[src/rtl/mcu_pkg.sv]
// mcu_pkg: shared definitions for the multi-cycle MIPS control unit.
//   - state_t        : FSM state encoding (also visible on the debug 'state' port)
//   - OP_*           : opcode field values recognised by the decoder
//   - ALU_* / PC_SRC_* / SRCB_* : encodings driven onto the datapath selects
package mcu_pkg;

  typedef enum logic [3:0] {
    ST_IDLE    = 4'd0,
    ST_FETCH   = 4'd1,
    ST_DECODE  = 4'd2,
    ST_EX_R    = 4'd3,
    ST_EX_ADDR = 4'd4,
    ST_EX_ADDI = 4'd5,
    ST_EX_BEQ  = 4'd6,
    ST_EX_J    = 4'd7,
    ST_MEM_RD  = 4'd8,
    ST_MEM_WR  = 4'd9,
    ST_WB_R    = 4'd10,
    ST_WB_MEM  = 4'd11,
    ST_WB_ADDI = 4'd12,
    ST_HALT    = 4'd13
  } state_t;

  localparam logic [5:0] OP_RTYPE = 6'b000000;
  localparam logic [5:0] OP_LW    = 6'b100011;
  localparam logic [5:0] OP_SW    = 6'b101011;
  localparam logic [5:0] OP_BEQ   = 6'b000100;
  localparam logic [5:0] OP_ADDI  = 6'b001000;
  localparam logic [5:0] OP_J     = 6'b000010;
  localparam logic [5:0] OP_HALT  = 6'b111111;

  localparam logic [1:0] ALU_ADD   = 2'b00;
  localparam logic [1:0] ALU_SUB   = 2'b01;
  localparam logic [1:0] ALU_FUNCT = 2'b10;
  localparam logic [1:0] ALU_ORI   = 2'b11;

  localparam logic [1:0] PC_SRC_ALU    = 2'b00;
  localparam logic [1:0] PC_SRC_ALUOUT = 2'b01;
  localparam logic [1:0] PC_SRC_JUMP   = 2'b10;

  localparam logic [1:0] SRCB_RT     = 2'b00;
  localparam logic [1:0] SRCB_FOUR   = 2'b01;
  localparam logic [1:0] SRCB_IMM    = 2'b10;
  localparam logic [1:0] SRCB_IMM_SH = 2'b11;

endpackage

[src/rtl/mcu_decode.sv]
// mcu_decode: purely combinational opcode dispatch for the control unit.
// Ports:
//   opcode         in  [OPCODE_W]  opcode field to classify
//   dispatch_state out [4]         state_t encoding of the first execute state
//   illegal_op     out 1           opcode is not one the machine implements
// Unknown opcodes dispatch to HALT so the machine parks instead of guessing.
module mcu_decode
  import mcu_pkg::*;
#(
  parameter int OPCODE_W = 6
) (
  input  logic [OPCODE_W-1:0] opcode,
  output logic [3:0]          dispatch_state,
  output logic                illegal_op
);

  // Map each implemented opcode onto its execute state; everything else is illegal.
  always_comb begin
    dispatch_state = ST_HALT;
    illegal_op     = 1'b0;
    case (opcode)
      OPCODE_W'(OP_RTYPE): dispatch_state = ST_EX_R;
      OPCODE_W'(OP_LW):    dispatch_state = ST_EX_ADDR;
      OPCODE_W'(OP_SW):    dispatch_state = ST_EX_ADDR;
      OPCODE_W'(OP_ADDI):  dispatch_state = ST_EX_ADDI;
      OPCODE_W'(OP_BEQ):   dispatch_state = ST_EX_BEQ;
      OPCODE_W'(OP_J):     dispatch_state = ST_EX_J;
      OPCODE_W'(OP_HALT):  dispatch_state = ST_HALT;
      default: begin
        dispatch_state = ST_HALT;
        illegal_op     = 1'b1;
      end
    endcase
  end

endmodule

[src/rtl/multicycle_control_unit.sv]
// multicycle_control_unit: Moore FSM sequencing MIPS instructions through
// fetch / decode / execute / memory / write-back.
// Ports:
//   clk, reset (async, active-high)
//   run        : leave IDLE and start fetching
//   opcode     : instruction opcode, sampled in DECODE
//   mem_ready  : memory handshake, only looked at in FETCH, MEM_RD, MEM_WR
//   pc_write, pc_write_cond, pc_source, i_or_d, mem_read, mem_write,
//   ir_write, reg_write, reg_dst, write_data_select, alu_src_a, alu_src_b,
//   alu_op     : datapath controls
//   halted     : parked in HALT (only reset leaves it)
//   illegal    : sticky, an unknown opcode was decoded
//   state      : current state encoding for debug
// Optional build macro MCU_PERF_COUNTERS_EN adds cycle_count and
// instr_retired outputs (CNT_W bits each, wrapping).
module multicycle_control_unit
  import mcu_pkg::*;
#(
  parameter int OPCODE_W = 6,
  parameter int ALU_OP_W = 2,
  parameter int CNT_W    = 32
) (
  input  logic                clk,
  input  logic                reset,
  input  logic                run,
  input  logic [OPCODE_W-1:0] opcode,
  input  logic                mem_ready,
  output logic                pc_write,
  output logic                pc_write_cond,
  output logic [1:0]          pc_source,
  output logic                i_or_d,
  output logic                mem_read,
  output logic                mem_write,
  output logic                ir_write,
  output logic                reg_write,
  output logic                reg_dst,
  output logic                write_data_select,
  output logic                alu_src_a,
  output logic [1:0]          alu_src_b,
  output logic [ALU_OP_W-1:0] alu_op,
  output logic                halted,
  output logic                illegal,
  output logic [3:0]          state
`ifdef MCU_PERF_COUNTERS_EN
  ,
  output logic [CNT_W-1:0]    cycle_count,
  output logic [CNT_W-1:0]    instr_retired
`endif
);

  state_t                state_q;
  state_t                next_state;
  logic [OPCODE_W-1:0]   opcode_q;
  logic                  illegal_q;
  logic [3:0]            dispatch_state;
  logic                  illegal_op;
  logic [1:0]            alu_class;

  // The live opcode drives dispatch because DECODE must pick the execute
  // state in the same cycle the opcode is presented.
  mcu_decode #(
    .OPCODE_W (OPCODE_W)
  ) u_decode (
    .opcode         (opcode),
    .dispatch_state (dispatch_state),
    .illegal_op     (illegal_op)
  );

  // State register plus the opcode/illegal capture taken at the end of DECODE.
  always_ff @(posedge clk or posedge reset) begin
    if (reset) begin
      state_q   <= ST_IDLE;
      opcode_q  <= '0;
      illegal_q <= 1'b0;
    end else begin
      state_q <= next_state;
      if (state_q == ST_DECODE) begin
        opcode_q <= opcode;
        if (illegal_op) begin
          illegal_q <= 1'b1;
        end
      end
    end
  end

  // Next-state and Moore outputs; FETCH is the only place mem_ready gates
  // strobes, so the IR/PC only load when the instruction word is valid.
  always_comb begin
    next_state        = state_q;
    pc_write          = 1'b0;
    pc_write_cond     = 1'b0;
    pc_source         = PC_SRC_ALU;
    i_or_d            = 1'b0;
    mem_read          = 1'b0;
    mem_write         = 1'b0;
    ir_write          = 1'b0;
    reg_write         = 1'b0;
    reg_dst           = 1'b0;
    write_data_select = 1'b0;
    alu_src_a         = 1'b0;
    alu_src_b         = SRCB_RT;
    alu_class         = ALU_ADD;
    halted            = 1'b0;
    case (state_q)
      ST_IDLE: begin
        if (run) begin
          next_state = ST_FETCH;
        end
      end
      ST_FETCH: begin
        mem_read  = 1'b1;
        alu_src_b = SRCB_FOUR;
        alu_class = ALU_ADD;
        if (mem_ready) begin
          ir_write   = 1'b1;
          pc_write   = 1'b1;
          next_state = ST_DECODE;
        end
      end
      ST_DECODE: begin
        alu_src_b  = SRCB_IMM_SH;
        next_state = state_t'(dispatch_state);
      end
      ST_EX_R: begin
        alu_src_a  = 1'b1;
        alu_class  = ALU_FUNCT;
        next_state = ST_WB_R;
      end
      ST_WB_R: begin
        reg_write  = 1'b1;
        reg_dst    = 1'b1;
        next_state = ST_FETCH;
      end
      ST_EX_ADDR: begin
        alu_src_a  = 1'b1;
        alu_src_b  = SRCB_IMM;
        next_state = (opcode_q == OPCODE_W'(OP_LW)) ? ST_MEM_RD : ST_MEM_WR;
      end
      ST_MEM_RD: begin
        mem_read = 1'b1;
        i_or_d   = 1'b1;
        if (mem_ready) begin
          next_state = ST_WB_MEM;
        end
      end
      ST_WB_MEM: begin
        reg_write         = 1'b1;
        write_data_select = 1'b1;
        next_state        = ST_FETCH;
      end
      ST_MEM_WR: begin
        mem_write = 1'b1;
        i_or_d    = 1'b1;
        if (mem_ready) begin
          next_state = ST_FETCH;
        end
      end
      ST_EX_ADDI: begin
        alu_src_a  = 1'b1;
        alu_src_b  = SRCB_IMM;
        alu_class  = ALU_ADD;
        next_state = ST_WB_ADDI;
      end
      ST_WB_ADDI: begin
        reg_write  = 1'b1;
        next_state = ST_FETCH;
      end
      ST_EX_BEQ: begin
        alu_src_a     = 1'b1;
        alu_class     = ALU_SUB;
        pc_write_cond = 1'b1;
        pc_source     = PC_SRC_ALUOUT;
        next_state    = ST_FETCH;
      end
      ST_EX_J: begin
        pc_write   = 1'b1;
        pc_source  = PC_SRC_JUMP;
        next_state = ST_FETCH;
      end
      ST_HALT: begin
        halted = 1'b1;
      end
      default: begin
        next_state = ST_IDLE;
      end
    endcase
  end

  assign alu_op  = ALU_OP_W'(alu_class);
  assign illegal = illegal_q;
  assign state   = state_q;

`ifdef MCU_PERF_COUNTERS_EN
  logic [CNT_W-1:0] cycle_count_q;
  logic [CNT_W-1:0] instr_retired_q;

  // Busy-cycle and retirement counters; a FETCH->FETCH memory stall is not
  // a retirement, only arriving in FETCH from a finished instruction is.
  always_ff @(posedge clk or posedge reset) begin
    if (reset) begin
      cycle_count_q   <= '0;
      instr_retired_q <= '0;
    end else begin
      if (state_q != ST_IDLE && state_q != ST_HALT) begin
        cycle_count_q <= cycle_count_q + 1'b1;
      end
      if (next_state == ST_FETCH && state_q != ST_IDLE && state_q != ST_FETCH) begin
        instr_retired_q <= instr_retired_q + 1'b1;
      end
    end
  end

  assign cycle_count   = cycle_count_q;
  assign instr_retired = instr_retired_q;
`else
  // Counter width still has to be a sane value so both builds share one
  // parameter set.
  if (CNT_W < 1) begin : g_cnt_w_invalid
  end
`endif

endmodule

[config.mk]
export PLATFORM = sky130hd
export DESIGN_NAME = multicycle_control_unit
export DESIGN_NICKNAME = d
export VERILOG_FILES = /design/src/rtl/mcu_pkg.sv /design/src/rtl/mcu_decode.sv /design/src/rtl/multicycle_control_unit.sv
export SDC_FILE = /design/constraint.sdc
export NUM_CORES = 1
export LEC_CHECK = 0
export BUFFER_PORTS_ARGS = -buffer_cell sky130_fd_sc_hd__buf_4
export CAP_MARGIN = 25
export CORE_MARGIN = 2
export CORE_UTILIZATION = 40
export DETAILED_ROUTE_END_ITERATION = 8
export PLACE_DENSITY = 0.69
export SLEW_MARGIN = 20
export SYNTH_ARGS = -nofsm -noshare
export SYNTH_HDL_FRONTEND = slang
export SYNTH_HIERARCHICAL = 1
export SYNTH_SLANG_ARGS = --single-unit
[constraint.sdc]
create_clock -name clk -period 1.88 [get_ports clk]
set_input_delay 0.282 -clock clk [delete_from_list [all_inputs] [get_ports clk]]
set_output_delay 0.282 -clock clk [all_outputs]
set_load 0.02 [all_outputs]
==> results by group <==
Yosys
  – Flop and latch count out of synthesis: 11
  – YS warnings: 6
  – Cells after Synth: 104
  – Synth Cell Area: between 800 and 900 sq um
  – Yosys cell types: 35
  – Sequential share of the synthesized area: 32.1%
  – Avg Synthesized Cell Area: 8.25 sq um
  – Syn nets: 114

Setup path
  – RR Startpoint: state[2]$_DFFE_PP0P_
  – CP required: 1.60 ns
  – Crit-path cells: nor2_1, a21oi_1, nor3_1, buf_4
  – CP endpoint: pc_write
  – CP bufs+invs: 1
  – Crit path from: state[1]$_DFFE_PP0P_
  – CP Capture Type: output port
  – Max incr delay on CP: about 0.5 ns
  – Crit-path leading delay family: flip-flops
  – Critical Path Source Type: register
  – Largest fanout on the critical path: 15
  – Arr. time, crit path: 1.43 ns
  – R2R setup slack: 0.37 ns
  – WP depth: 4
  – Crit Path Category: register to output port
  – Critical path's slowest cell: dfrtp_2
  – Reg2reg path depth: 3
  – Reg2reg end: opcode_q[3]$_DFFE_PP0N_

Floorplan
  – FP Rows: 16
  – Die X: 50.3 um
  – Die Y: roughly 50 um
  – DIE AREA: 2530 sq um
  – Starting density of the core: 42.9%
  – IO Pins: 32
  – Area of the core: 2000 sq um

Timing
  – RSZ-0062 raised after global routing: no
  – Fin Setup TNS: 0 ns
  – Final WS setup: approximately 0.17 ns
  – Max-slew violations: 0
  – Final Hold Viols: 0
  – Period utilization: 91.0%
  – Max Freq: 585 MHz
  – Min cycle time layout: between 1.5 and 2 ns
  – Final setup vio count: 0
  – Clock skew: 0.00738 ns
  – Slew headroom: a little under three quarters
  – Worst-Margin Slew: 0.437 ns

Global routing
  – Vias in the first global route: 795
  – Overflow after GRT: 0
  – First-pass GRT wire length: 3510 um
  – Largest net degree at the start of global routing: 19
  – GRT Overall Usage: 17.8%
  – Initial antenna violation count: 0

Routing
  – Routed via count: 891
  – Drt wl/cell: 12.5 um
  – Routed WL: 2020 um
  – DRT Pass-1 Iters: 4
  – Post-route DRC: 0
  – Routed Antenna Nets: 0
  – DRC marker count from the first detailed-route iteration: 15
  – Vias per cell: around 5.5

Cells and area
  – Nets@finish: 146
  – N_diodes: 0
  – Layout cells sized above 1: 42.2%
  – Area Overhead vs Synth: 33.7%

Placed design
  – Hpwl dp: 1560 um
  – Global placer's final weighted congestion: between 0.8 and 0.9
  – Place WS: 0.200 ns
  – Port Buffers: 31

Power
  – Pwr per Cell Area: between 1500 and 2000 nW/um^2
  – Pleak: 0.498 nW
  – Worst vdd ir: roughly 800 uV
  – PnR Total Power: 2.01 mW

CTS
  – Clk buf depth: 2
  – CTS H-tree depth: 1
  – Clk slew on worst S/H paths: 0.08 ns
  – CTS tree: done
  – Worst-skew pair later-pin latency: 0.27 ns
  – TritonCTS Buffers: 3
  – Root Driver: clkbuf_4
  – Clock Sinks: 11

Job
  – Max_cap viols: 0

Hold path
  – Worst Hold Class: primary input to async pin

Status
  – Status: complete, no violations
==> where the power goes <==
part | internal, mW | total, mW | switching, mW
combinational | 0.616 | 1.35 | 0.739
clock | 0.0788 | 0.164 | 0.0848
sequential | 0.360 | 0.496 | 0.136
==> cells in the final DEF (no fill, tap or decap), types with 2 or more instances in the layout <==
master / Yosys / layout
buf_4: 4 / 37
nor2_1: 13 / 13
a21oi_1: 9 / 9
nand2_1: 8 / 8
dfrtp_1: 11 / 8
mux2_2: 6 / 6
nor3_1: 6 / 5
o21ai_0: 4 / 4
a21o_1: 3 / 3
nand2b_1: 3 / 3
xnor2_1: 3 / 3
or3_1: 3 / 3
clkbuf_4: 0 / 3
dfrtp_2: 0 / 3
inv_1: 3 / 2
nand3_1: 2 / 2
nor4_1: 2 / 2
==> cell families after synthesis <==
family / Yosys count / synth area share [%]
simple gates: 48 / 31.2
compound gates: 22 / 15.6
buf+inv: 13 / 8.89
flops: 11 / 32.1
mux: 6 / 7.87
xor+xnor: 3 / 3.06
fa+ha+maj: 1 / 1.31
==> routing by layer <==
metal	routed length (um)	vias up	track usage (%)	share of wire, %
met4	28	0	5.86	1.4
met5	0	-	0	0
met2	1010	39	31.8	50
li1	-	434	-	-
met3	136	6	2.98	6.7
met1	843	412	21.6	42
==> cells in the mapped netlist, drive strengths merged <==
library cell,number,share of area (%)
and2,1,0.73
nand2b,5,4.8
a21boi,1,0.87
nor4b,2,2.0
maj3,1,1.3
o211ai,1,0.87
nand2,8,3.5
nor4,2,1.5
nor2b,1,0.73
or3,3,2.2
inv,3,1.3
mux2,6,7.9
o21ai,4,2.3
o311a,1,1.2
nor2,13,5.7
a21o,3,2.6
buf,9,7.1
nand4b,1,1.0
or4,1,0.87
nor3,7,5.4
and3,1,0.73
nand3,2,1.2
xnor2,3,3.1
nor3b,1,0.87
o31ai,1,0.87
clkbuf,1,0.44
a211oi,1,0.87
dfrtp,11,32
a31oi,1,0.73
a21oi,9,5.2
==> through the flow <==
step | cell area, sq um | util, % | cells | hold WS (ns)
2_1_floorplan | 870 | - | 104 | 0.134
3_3_place_gp | 1110 | 55.4 | 157 | 0.308
3_5_place_dp | 1110 | 55.4 | 157 | 0.309
4_1_cts | 1140 | 56.8 | 161 | 0.0141
5_1_grt | 1150 | 57.3 | 162 | 0.0316
6_report | 1150 | 57.3 | 162 | 0.00280
==> worst min path at each step <==
stage               startpoint                      end  slack [ns]  depth (start not counted)
floorplan                reset      illegal$_DFFE_PP0P_        0.13                          1
global placement         reset     state[0]$_DFFE_PP0P_        0.31                          2
detailed placement       reset  opcode_q[4]$_DFFE_PP0N_        0.31                          2
CTS                      reset  opcode_q[0]$_DFFE_PP0N_        0.01                          2
global route             reset  opcode_q[0]$_DFFE_PP0N_        0.03                          2
finish                   reset  opcode_q[0]$_DFFE_PP0N_       0.003                          2
==> area by class of cell <==
type,instances,area [sq um]
repair buffers,37,278
well taps,27,33.8
inverters,3,11.3
flip-flops and latches,11,279
clock buffers,3,22.5
fillers,203,855
multi-input cells,80,518
clock inverters,1,5.00
==> sequential cells by signal, indices dropped and copies added (netlist names) <==
name,count
state,4
illegal,1
opcode_q,6
==> what timing repair did <==
item / in CTS / in global routing
hold buffers: 0 / 0
hold endpoints to repair: 0 / 0
gates resized for setup: 1 / 3
setup buffers: 0 / 1
endpoints found under the setup margin: 1 / 6
==> worst register-to-register path, stage by stage (launching register included) <==
cell     delay (ns)
dfrtp_2        0.45
buf_4          0.19
nor3_4         0.37
mux2_2         0.38
Note: power is estimated with default switching activity, not from simulation.
